--- config.mk ---
export PLATFORM = sky130hd
export DESIGN_NAME = timer_dev_flat
export DESIGN_NICKNAME = d
export VERILOG_FILES = /design/src/rtl/timer_dev_if.sv /design/src/rtl/timer_dev.sv /design/src/flat_wrapper.sv
export SDC_FILE = /design/constraint.sdc
export NUM_CORES = 1
export LEC_CHECK = 0
export CAP_MARGIN = 30
export CORE_UTILIZATION = 45
export CTS_CLUSTER_SIZE = 16
export DETAILED_ROUTE_END_ITERATION = 8
export GPL_ROUTABILITY_DRIVEN = 0
export PLACE_DENSITY_LB_ADDON = 0.15
export SKIP_CTS_REPAIR_TIMING = 1
export SYNTH_ARGS = -nofsm -noshare
export SYNTH_HDL_FRONTEND = slang
export SYNTH_SLANG_ARGS = --single-unit
--- constraint.sdc ---
create_clock -name clk -period 2.85 [get_ports clk]
set_clock_uncertainty 0.15 [all_clocks]
set_input_delay 0.285 -clock clk [delete_from_list [all_inputs] [get_ports clk]]
set_output_delay 0.285 -clock clk [all_outputs]
set_load 0.01 [all_outputs]
--- src/rtl/timer_dev_if.sv ---
// Bridge-to-timer device port: address, gated write, write data, read data and IRQ.
// The bridge drives through the master modport; the timer responds through slave.
interface timer_dev_if #(
  parameter int ADDR_BITS = 32
) ();
  logic [ADDR_BITS-1:0] Addr;
  logic                 WE;
  logic [31:0]          Din;
  logic [31:0]          Dout;
  logic                 IRQ;

  modport master (
    output Addr,
    output WE,
    output Din,
    input  Dout,
    input  IRQ
  );

  modport slave (
    input  Addr,
    input  WE,
    input  Din,
    output Dout,
    output IRQ
  );
endinterface

--- src/rtl/timer_dev.sv ---
// Memory-mapped countdown timer (CTRL/PRESET/COUNT), one-shot or auto-reload, maskable IRQ.
// Writes land at the clock edge; reads are combinational; the bridge is never stalled.
module timer_dev #(
  parameter int ADDR_BITS = 32
) (
  input  logic        clk,
  input  logic        reset,
  timer_dev_if.slave  bus
);

  typedef enum logic [1:0] {
    S_IDLE = 2'd0,
    S_LOAD = 2'd1,
    S_CNT  = 2'd2,
    S_INT  = 2'd3
  } state_t;

  state_t      state_q, state_d;
  logic [3:0]  ctrl_q, ctrl_d;
  logic [31:0] preset_q, preset_d;
  logic [31:0] count_q, count_d;
  logic        irq_q, irq_d;

  logic [ADDR_BITS-1:0] addr_w;
  logic [1:0]           sel;
  logic                 wr_ctrl;
  logic                 wr_preset;
  logic                 unused_addr_bits;

  assign addr_w           = bus.Addr;
  assign sel              = addr_w[3:2];
  assign unused_addr_bits = ^{addr_w[ADDR_BITS-1:4], addr_w[1:0]};
  assign wr_ctrl          = bus.WE && (sel == 2'd0);
  assign wr_preset        = bus.WE && (sel == 2'd1);

  always_ff @(posedge clk or posedge reset) begin
    if (reset) begin
      state_q  <= S_IDLE;
      ctrl_q   <= 4'd0;
      preset_q <= 32'd0;
      count_q  <= 32'd0;
      irq_q    <= 1'b0;
    end else begin
      state_q  <= state_d;
      ctrl_q   <= ctrl_d;
      preset_q <= preset_d;
      count_q  <= count_d;
      irq_q    <= irq_d;
    end
  end

  always_comb begin
    state_d  = state_q;
    ctrl_d   = ctrl_q;
    preset_d = preset_q;
    count_d  = count_q;
    irq_d    = irq_q;

    if (wr_preset) begin
      preset_d = bus.Din;
    end
    // Clear first so a same-edge terminal count below re-sets the flag.
    if (wr_ctrl) begin
      irq_d = 1'b0;
    end

    case (state_q)
      S_IDLE: begin
        if (ctrl_q[0]) begin
          state_d = S_LOAD;
        end
      end
      S_LOAD: begin
        count_d = preset_q;
        state_d = S_CNT;
      end
      S_CNT: begin
        if (!ctrl_q[0]) begin
          state_d = S_IDLE;
        end else if (count_q == 32'd0) begin
          state_d = S_INT;
          irq_d   = 1'b1;
        end else begin
          count_d = count_q - 32'd1;
        end
      end
      S_INT: begin
        if (ctrl_q[2:1] == 2'd1) begin
          irq_d   = 1'b0;
          state_d = S_LOAD;
        end else begin
          ctrl_d[0] = 1'b0;
          state_d   = S_IDLE;
        end
      end
      default: begin
        state_d = S_IDLE;
      end
    endcase

    // A software CTRL write overrides the one-shot En clear.
    if (wr_ctrl) begin
      ctrl_d = bus.Din[3:0];
    end
  end

  always_comb begin
    bus.Dout = 32'd0;
    case (sel)
      2'd0:    bus.Dout = {28'd0, ctrl_q};
      2'd1:    bus.Dout = preset_q;
      2'd2:    bus.Dout = count_q;
      default: bus.Dout = 32'd0;
    endcase
  end

  assign bus.IRQ = irq_q & ctrl_q[3];

endmodule

--- src/flat_wrapper.sv ---
// flat-port wrapper written by rule: the top's interface ports become plain ports
module timer_dev_flat 
#(
  parameter int ADDR_BITS = 32
)
  (clk, reset, bus_Addr, bus_WE, bus_Din, bus_Dout, bus_IRQ);
  timer_dev_if #(.ADDR_BITS(ADDR_BITS)) bus_i ();
  input  logic clk;
  input  logic reset;
  input wire logic [$bits(bus_i.Addr)-1:0] bus_Addr;
  input wire logic [$bits(bus_i.WE)-1:0] bus_WE;
  input wire logic [$bits(bus_i.Din)-1:0] bus_Din;
  output wire logic [$bits(bus_i.Dout)-1:0] bus_Dout;
  output wire logic [$bits(bus_i.IRQ)-1:0] bus_IRQ;
  assign bus_i.Addr = bus_Addr;
  assign bus_i.WE = bus_WE;
  assign bus_i.Din = bus_Din;
  assign bus_Dout = bus_i.Dout;
  assign bus_IRQ = bus_i.IRQ;
  timer_dev #(.ADDR_BITS(ADDR_BITS)) u_core (.clk(clk), .reset(reset), .bus(bus_i));
endmodule
# Yosys cells after proc, flatten, opt, wreduce, memory -nomap -nowiden
# Index checks and enable logic that the tools add are counted.
[totals] register_bits=71 inputBits=67 out_inout_bits=33 word_cells=46
[op_classes] n_addsub=1 n_eq_ne=11 n_mux=17 bitwise_logic=1 reduce_logical=10
[ops] op="$pmux 32 s3" count=1
[ops] op="$mux 32" count=2
[ops] op="$pmux 32 s2" count=1
[ops] op="$logic_not 32->1" count=1
[ops] op="$sub 32x1->32 const B" count=1
[ops] op="$mux 1" count=8
[ops] op="$pmux 2 s4" count=1
[ops] op="$eq 2x1->1 const B" count=3
[ops] op="$eq 2x2->1 const B" count=3
[ops] op="$mux 2" count=3
[ops] op="$ne 2x1->1 const B" count=3
[ops] op="$logic_not 2->1" count=2
[ops] op="$reduce_and 2->1" count=2
[ops] op="$reduce_bool 2->1" count=2
[ops] op="$ne 3x3->1 const B" count=1
[ops] op="$reduce_and 3->1" count=1
[ops] op="$logic_and 1x1->1" count=2
[ops] op="$ne 2x2->1 const B" count=1
[ops] op="$pmux 1 s2" count=1
[ops] op="$and 1x1->1" count=1

# Longest topological paths before layout
# Gate-level depths: netlist (run 1).
[logic_depth] word_depth=6 mapped_depth=8 depth_no_buf=7

# Worst setup path before layout (run 1)
# No wires, ideal clock.
[synth_path] kind="register to register" startpoint="register u_core.count_q[24]" endpoint="register u_core.count_q[17]" setup_ns=0.126 t_arrival_ns=2.316 t_required_ns=2.574 path_slack_ns=0.258 stages_incl_launch_ff=7 n_path_buf=1 synth_period_minus_slack_ns=2.592 cell_sequence="dfrtp_1 buf_6 or4_4 or4_4 o31ai_4 nor2_4 a311o_1"
[synth_via] elab_chain_cells=3
[synth_lines] item="start, declared" line="timer_dev.sv:21" source="logic [31:0] count_q, count_d;"
[synth_lines] item="start signal, assigned" line="timer_dev.sv:47" source="count_q <= count_d;"
[synth_lines] item="$logic_not 32->1" line="timer_dev.sv:80" source="end else if (count_q == 32'd0) begin"
[synth_lines] item="$ne 2x2->1 (no line)"
[synth_lines] item="$reduce_and 3->1 (no line)"
# Every way passes these cells.
# A chain may end at the register's enable or synchronous reset.

# Worst setup path in the final report (run 1)
[layout_path] startpoint="register u_core.count_q[27]" endpoint="register u_core.count_q[7]"
# Same word-level chain as after synthesis.

==> results.sh, run 1 <==
export IMPL_drv_cap=0
export IMPL_startpoint="u_core.count_q[27]"
export IMPL_firstDrtPassIters=5
export IMPL_ant_nets=0
export IMPL_hpwlAfterDp_um=8490
export IMPL_crit_chain="or4_4 -> or4_4 -> o31ai_4 -> buf_4 -> nor4b_1 -> a211o_1"
export IMPL_reg2reg_from="u_core.count_q[27]"
export IMPL_final_cells=645
export IMPL_clock_sinks=71
export IMPL_syn_to_final_growth_pct=31.1
export IMPL_overflow=0
export IMPL_netlist_instances=443
export IMPL_numCtsBuffers=9
export IMPL_numPortBuffers=69
export IMPL_reg2reg_to="u_core.count_q[7]"
export IMPL_synth_top_flop_cell="dfrtp_1"
export IMPL_path_buf_inv=1
export IMPL_drtIter0Drc=302
export IMPL_endpoint_kind="flop"
export IMPL_grt_pass1_wl_um=20000
export IMPL_crit_type="reg2reg"
export IMPL_cp_start_kind="flop"
export IMPL_h_tree_depth=3
export IMPL_synth_edf_count=0
export IMPL_vias=3988
export IMPL_cts_path_max_buffers=2
export IMPL_seqCellArea_um2=1780
export IMPL_coreArea_um2=8890
export IMPL_fp_dieH_um=98.7
export IMPL_critical_path_peak_fanout=5
export IMPL_root_buffer="clkbuf_8"
export IMPL_place_inst=629
export IMPL_arrival_ns=2.72
export IMPL_yosysSeqAreaShare_pct=42.2
export IMPL_multi_input_area_um2=2270
export IMPL_status="completed"
export IMPL_synthArstFlopShare_pct=100
export IMPL_ir_worst_vdd_uv=541
export IMPL_hold_viol_final=0
export IMPL_syn_num_nets=516
export IMPL_slowest_delay_ns=0.55
export IMPL_synth_simple_area_share_pct=20.7
export IMPL_synth_compound_area_share_pct=21.1
export IMPL_r2r_setup_slack_ns=0.22
export IMPL_drive_gt1_share_pct=18.6
export IMPL_setup_slack_ns=0.215
export IMPL_antenna_found_initial=0
export IMPL_nets=605
export IMPL_worst_skew_pair_late_latency_ns=0.35
export IMPL_dieArea_um2=9740
export IMPL_clk_pin_slew_worst_paths_ns=0.08
export IMPL_std_cell_rows=34
export IMPL_slew_headroom_pct=58.0
export IMPL_wire_per_inst_um=18.4
export IMPL_io_pins=100
export IMPL_synth_top_family_by_area="compound AO/OA/AOI/OAI gates"
export IMPL_slew_viol_final=0
export IMPL_crit_top_cell="or4_4"
export IMPL_synth_most_common_cell="dfrtp_1"
export IMPL_synth_cell_area_um2=4210
export IMPL_grt_max_degree=44
export IMPL_yosys_top_cells_area="dfrtp_1, mux2_2, a22o_1"
export IMPL_synth_fa_ha_area_share_pct=1.79
export IMPL_detailedPlace_worstSlack_ns=0.257
export IMPL_grt_pass1_vias=3988
export IMPL_post_route_min_period_ns=2.63
export IMPL_p_leak_uw=0.00228
export IMPL_setup_viol=0
export IMPL_tns_ns=0
export IMPL_synth_common_cells="dfrtp_1, nand2_1, nor2_1"
export IMPL_vias_per_cell=6.18
export IMPL_power_density_nw_per_um2=1000
export IMPL_yosys_area_top_type="dfrtp_1"
export IMPL_postSynthAreaPerCell_um2=9.49
export IMPL_drc=0
export IMPL_synth_top_area_share_pct=42.2
export IMPL_synth_cell_type_count=51
export IMPL_r2r_cells=6
export IMPL_yosys_warnings=0
export IMPL_ys_ff_latch=71
export IMPL_crit_family="simple AND/OR/NAND/NOR gates"
export IMPL_fill_cells=768
export IMPL_synth_xor_area_share_pct=0.208
export IMPL_start_util_pct=47.3
export IMPL_cp_required_ns=2.93
export IMPL_die_x_um=98.7
export IMPL_crit_path_top_delay_cell="or4_4"
export IMPL_rsz0062_at_grt="no"
export IMPL_worstMarginPinSlew_ns=0.630
export IMPL_cts_tree="done"
export IMPL_muxShareOfSynthArea_pct=10.0
export IMPL_fin_crit_sh_pct=92.5
export IMPL_grt_use_total_pct=25.9
export IMPL_antenna_cells=0
export IMPL_drt_total_wl_um=11900
export IMPL_max_freq_mhz=380
export IMPL_min_path_type="in2async"
cells in the final DEF (no fill, tap or decap), drive strengths merged, types with 16 or more instances in the layout:
cell,instances
dfrtp,71
clkdlybuf4s50,69
nor2,40
buf,40
nand2,39
mux2,32
a22o,28
o21ai,17
nand3,16
layout make-up:
| type | count | area share, % |
|---|---|---|
| clock inverters | 5 | 1.88 |
| well taps | 108 | 2.45 |
| multi-input cells | 330 | 41.3 |
| clock buffers | 11 | 2.75 |
| repair buffers | 109 | 18.7 |
| flip-flops and latches | 71 | 32.2 |
| inverters | 11 | 0.749 |
worst max path at each step:
stage,end,slack (ns),cells past startpoint
after floorplan,u_core.count_q[17],0.26,6
final,u_core.count_q[7],0.22,6
after global routing,u_core.count_q[13],0.10,6
after CTS,u_core.count_q[7],0.24,6
after global placement,u_core.count_q[7],0.29,6
after detailed placement,u_core.count_q[7],0.26,6
metal layers:
metal  global-route usage, %  up-vias  part of all wire (%)
met5                       0        -                     0
met4                    7.69        0                   1.2
met2                    42.1      133                    48
met1                    35.7     1965                    46
met3                    4.40       14                   5.3
li1                        -     1876                     -
logic make-up after synthesis:
group,Yosys count
AO/OA/AOI/OAI,116
XOR/XNOR,1
adder cells (fa/ha/maj),6
buffers and inverters,42
flip-flops,71
multiplexers,38
AND/OR/NAND/NOR,169
flip-flops by register name, summed over array words and instances (netlist names):
name	count
u_core.preset_q	32
u_core.state_q	2
u_core.count_q	32
u_core.irq_q	1
u_core.ctrl_q	4
through the flow:
step                      total power [µW]  hold slack [ns]  util (%)  area, µm²
final                                 5530            0.204      62.0       5510
after global routing                  5900            0.271      62.0       5510
after CTS                             5500            0.240      61.9       5510
after detailed placement              4460            0.334      59.0       5250
after global placement                4380            0.325      59.0       5250
after floorplan                       3380            0.240         -       4210
report_power, final:
part / total, µW / internal, µW / switching [µW]
registers: 1800 / 1370 / 437
clock network: 1020 / 630 / 389
logic: 2710 / 1240 / 1470
total: 5530 / 3240 / 2300
(Power assumes the default switching activity.)
==> run 2, diff against run 1 <==
- CORE_MARGIN: default -> 2
- HOLD_SLACK_MARGIN: default -> 0.02
- SLEW_MARGIN: default -> 5
==> run 2 against run 1 <==
Critical path depth down 1. Global-route usage down 1.6 points. Combinational power shrank 4%. Total power decreased by 3.5%. Clock-buffer cell count is the same. Hold slack got worse by 0.038 ns. Cell count stayed put. Non-clock buffer count shrank 3. First-iteration DRC count rose by 2.6%. Clock power decreased by 9.6%. Die area is 4.1% higher. Critical endpoint is now u_core.count_q[17]. Highest routed layer unchanged.
==> results.sh, run 2 (synthesized netlist as in run 1, its figures left out) <==
export IMPL_status="completed"
export IMPL_grt_max_degree=72
export IMPL_use_met1_pct=35.3
export IMPL_grt_busiest_layer="met2"
export IMPL_p_int_uw=3080
export IMPL_endpoint_kind="flop"
export IMPL_ant_nets=0
export IMPL_crit_path_top_delay_cell="or4_4"
export IMPL_io_pins=100
export IMPL_worstMarginPinSlew_ns=0.522
export IMPL_layout_common_cells="dfrtp_1, clkdlybuf4s50_1, nor2_1, nand2_1, buf_4"
export IMPL_critical_path_peak_fanout=6
export IMPL_crit_top_cell="or4_4"
export IMPL_root_buffer="clkbuf_8"
export IMPL_firstDrtPassIters=6
export IMPL_crit_chain="or4_4 -> or4_4 -> o31ai_4 -> nor2_4 -> a311o_1"
export IMPL_clk_pin_slew_worst_paths_ns=0.08
export IMPL_start_util_pct=45.9
export IMPL_dieArea_um2=10100
export IMPL_min_path_type="in2async"
export IMPL_cp_required_ns=2.93
export IMPL_drt_total_wl_um=11700
export IMPL_cp_start_kind="flop"
export IMPL_slowest_delay_ns=0.55
export IMPL_max_freq_mhz=375
export IMPL_ir_worst_vdd_uv=456
export IMPL_r2r_setup_slack_ns=0.18
export IMPL_p_comb_share_pct=48.9
export IMPL_wire_per_inst_um=18.2
export IMPL_vias_per_cell=6.27
export IMPL_hold_viol_final=0
export IMPL_drv_cap=0
export IMPL_worst_skew_pair_late_latency_ns=0.35
export IMPL_slew_viol_final=0
export IMPL_fill_cells=808
export IMPL_r2r_cells=5
export IMPL_fin_crit_sh_pct=93.6
export IMPL_drive_gt1_share_pct=18.0
export IMPL_antenna_cells=0
export IMPL_post_route_min_period_ns=2.67
export IMPL_die_x_um=101
export IMPL_crit_type="reg2reg"
export IMPL_nets=602
export IMPL_h_tree_depth=3
export IMPL_numCtsBuffers=9
export IMPL_power_density_nw_per_um2=980
export IMPL_std_cell_rows=35
export IMPL_p_clk_share_pct=17.3
export IMPL_holdWs_ns=0.166
export IMPL_rsz0062_at_grt="no"
export IMPL_numPortBuffers=69
export IMPL_hpwlAfterDp_um=8230
export IMPL_drc=0
export IMPL_grt_use_met3_pct=4.65
export IMPL_tns_ns=0
export IMPL_setup_viol=0
export IMPL_final_cell_area_um2=5450
export IMPL_slew_headroom_pct=64.9
export IMPL_syn_to_final_growth_pct=29.6
export IMPL_cts_tree="done"
export IMPL_p_sw_uw=2260
export IMPL_final_common_cell="dfrtp_1"
export IMPL_pwr_share_seq_pct=33.8
export IMPL_placed_area_um2=5220
export IMPL_grt_pass1_vias=3783
export IMPL_drtIter0Drc=310
export IMPL_reg2reg_from="u_core.count_q[27]"
export IMPL_p_leak_uw=0.00224
export IMPL_reg2reg_to="u_core.count_q[17]"
export IMPL_fp_dieH_um=101
export IMPL_coreArea_um2=9150
export IMPL_grt_use_total_pct=24.3
export IMPL_overflow=0
export IMPL_largestRegisters="u_core.count_q (32), u_core.preset_q (32), u_core.ctrl_q (4)"
export IMPL_grt_pass1_wl_um=19500
export IMPL_swShare_pct=42.2
export IMPL_antenna_found_initial=0
export IMPL_grt_use_met2_pct=37.6
export IMPL_clock_sinks=71
export IMPL_vias=4045
export IMPL_cts_path_max_buffers=2
export IMPL_arrival_ns=2.75
-- run 2: changes by cell type in the layout (fill, tap and decap cells not counted) --
cell        delta
buf_12         -1
buf_4          -2
bufinv_16      -1
clkinv_4       -1
clkinvlp_4     +2
nor4_1         +1
nor4_2         -1
-- run 2: per-stage QoR --
| stage | total power [µW] | std cells | setup WS [ns] | utilization (%) |
|---|---|---|---|---|
| after floorplan | 3380 | 443 | 0.258 | - |
| after global placement | 4320 | 629 | 0.224 | 57.0 |
| after detailed placement | 4380 | 629 | 0.216 | 57.0 |
| after CTS | 5330 | 645 | 0.196 | 59.5 |
| after global routing | 5750 | 645 | 0.0461 | 59.5 |
| final | 5340 | 645 | 0.181 | 59.5 |
-- run 2: worst max path at each step --
stage | to | cells past startpoint | startpoint | slack [ns]
detailed placement | u_core.count_q[17] | 5 | u_core.count_q[27] | 0.22
global placement | bus_Dout[31] | 5 | bus_Addr[2] | 0.22
finish | u_core.count_q[17] | 5 | u_core.count_q[27] | 0.18
global route | u_core.count_q[23] | 7 | u_core.count_q[22] | 0.05
floorplan | u_core.count_q[17] | 6 | u_core.count_q[24] | 0.26
CTS | u_core.count_q[17] | 5 | u_core.count_q[27] | 0.20
-- run 2: layout make-up --
| class | instances | area, µm² | area share (%) |
|---|---|---|---|
| well taps | 111 | 139 | 2.55 |
| repair buffers | 106 | 993 | 18.2 |
| multi-input cells | 330 | 2270 | 41.6 |
| clock inverters | 5 | 80.1 | 1.47 |
| clock buffers | 11 | 151 | 2.78 |
| flip-flops and latches | 71 | 1780 | 32.6 |
| inverters | 11 | 41.3 | 0.758 |
-- run 2: worst max-delay path, delay by kind of cell (launching register included) --
family,cells,cell delay [ns]
AO/OA/AOI/OAI,2,0.77
AND/OR/NAND/NOR,3,1.20
flip-flops,1,0.44
-- run 2: metal layers --
metal / vias up / share of wire, % / wire, µm
met3: 18 / 4.9 / 581
met2: 136 / 47 / 5480
met4: 0 / 1.3 / 153
met5: - / 0 / 0
met1: 2017 / 47 / 5530
li1: 1874 / - / -
-- run 2: power by group through the flow --
stage | Clock (µW) | Combinational [µW] | Sequential [µW]
6_report | 922 | 2610 | 1810
5_1_grt | 994 | 2890 | 1870
4_1_cts | 946 | 2590 | 1790
3_5_place_dp | 0 | 2570 | 1810
3_3_place_gp | 0 | 2520 | 1790
2_1_floorplan | 0 | 1700 | 1670
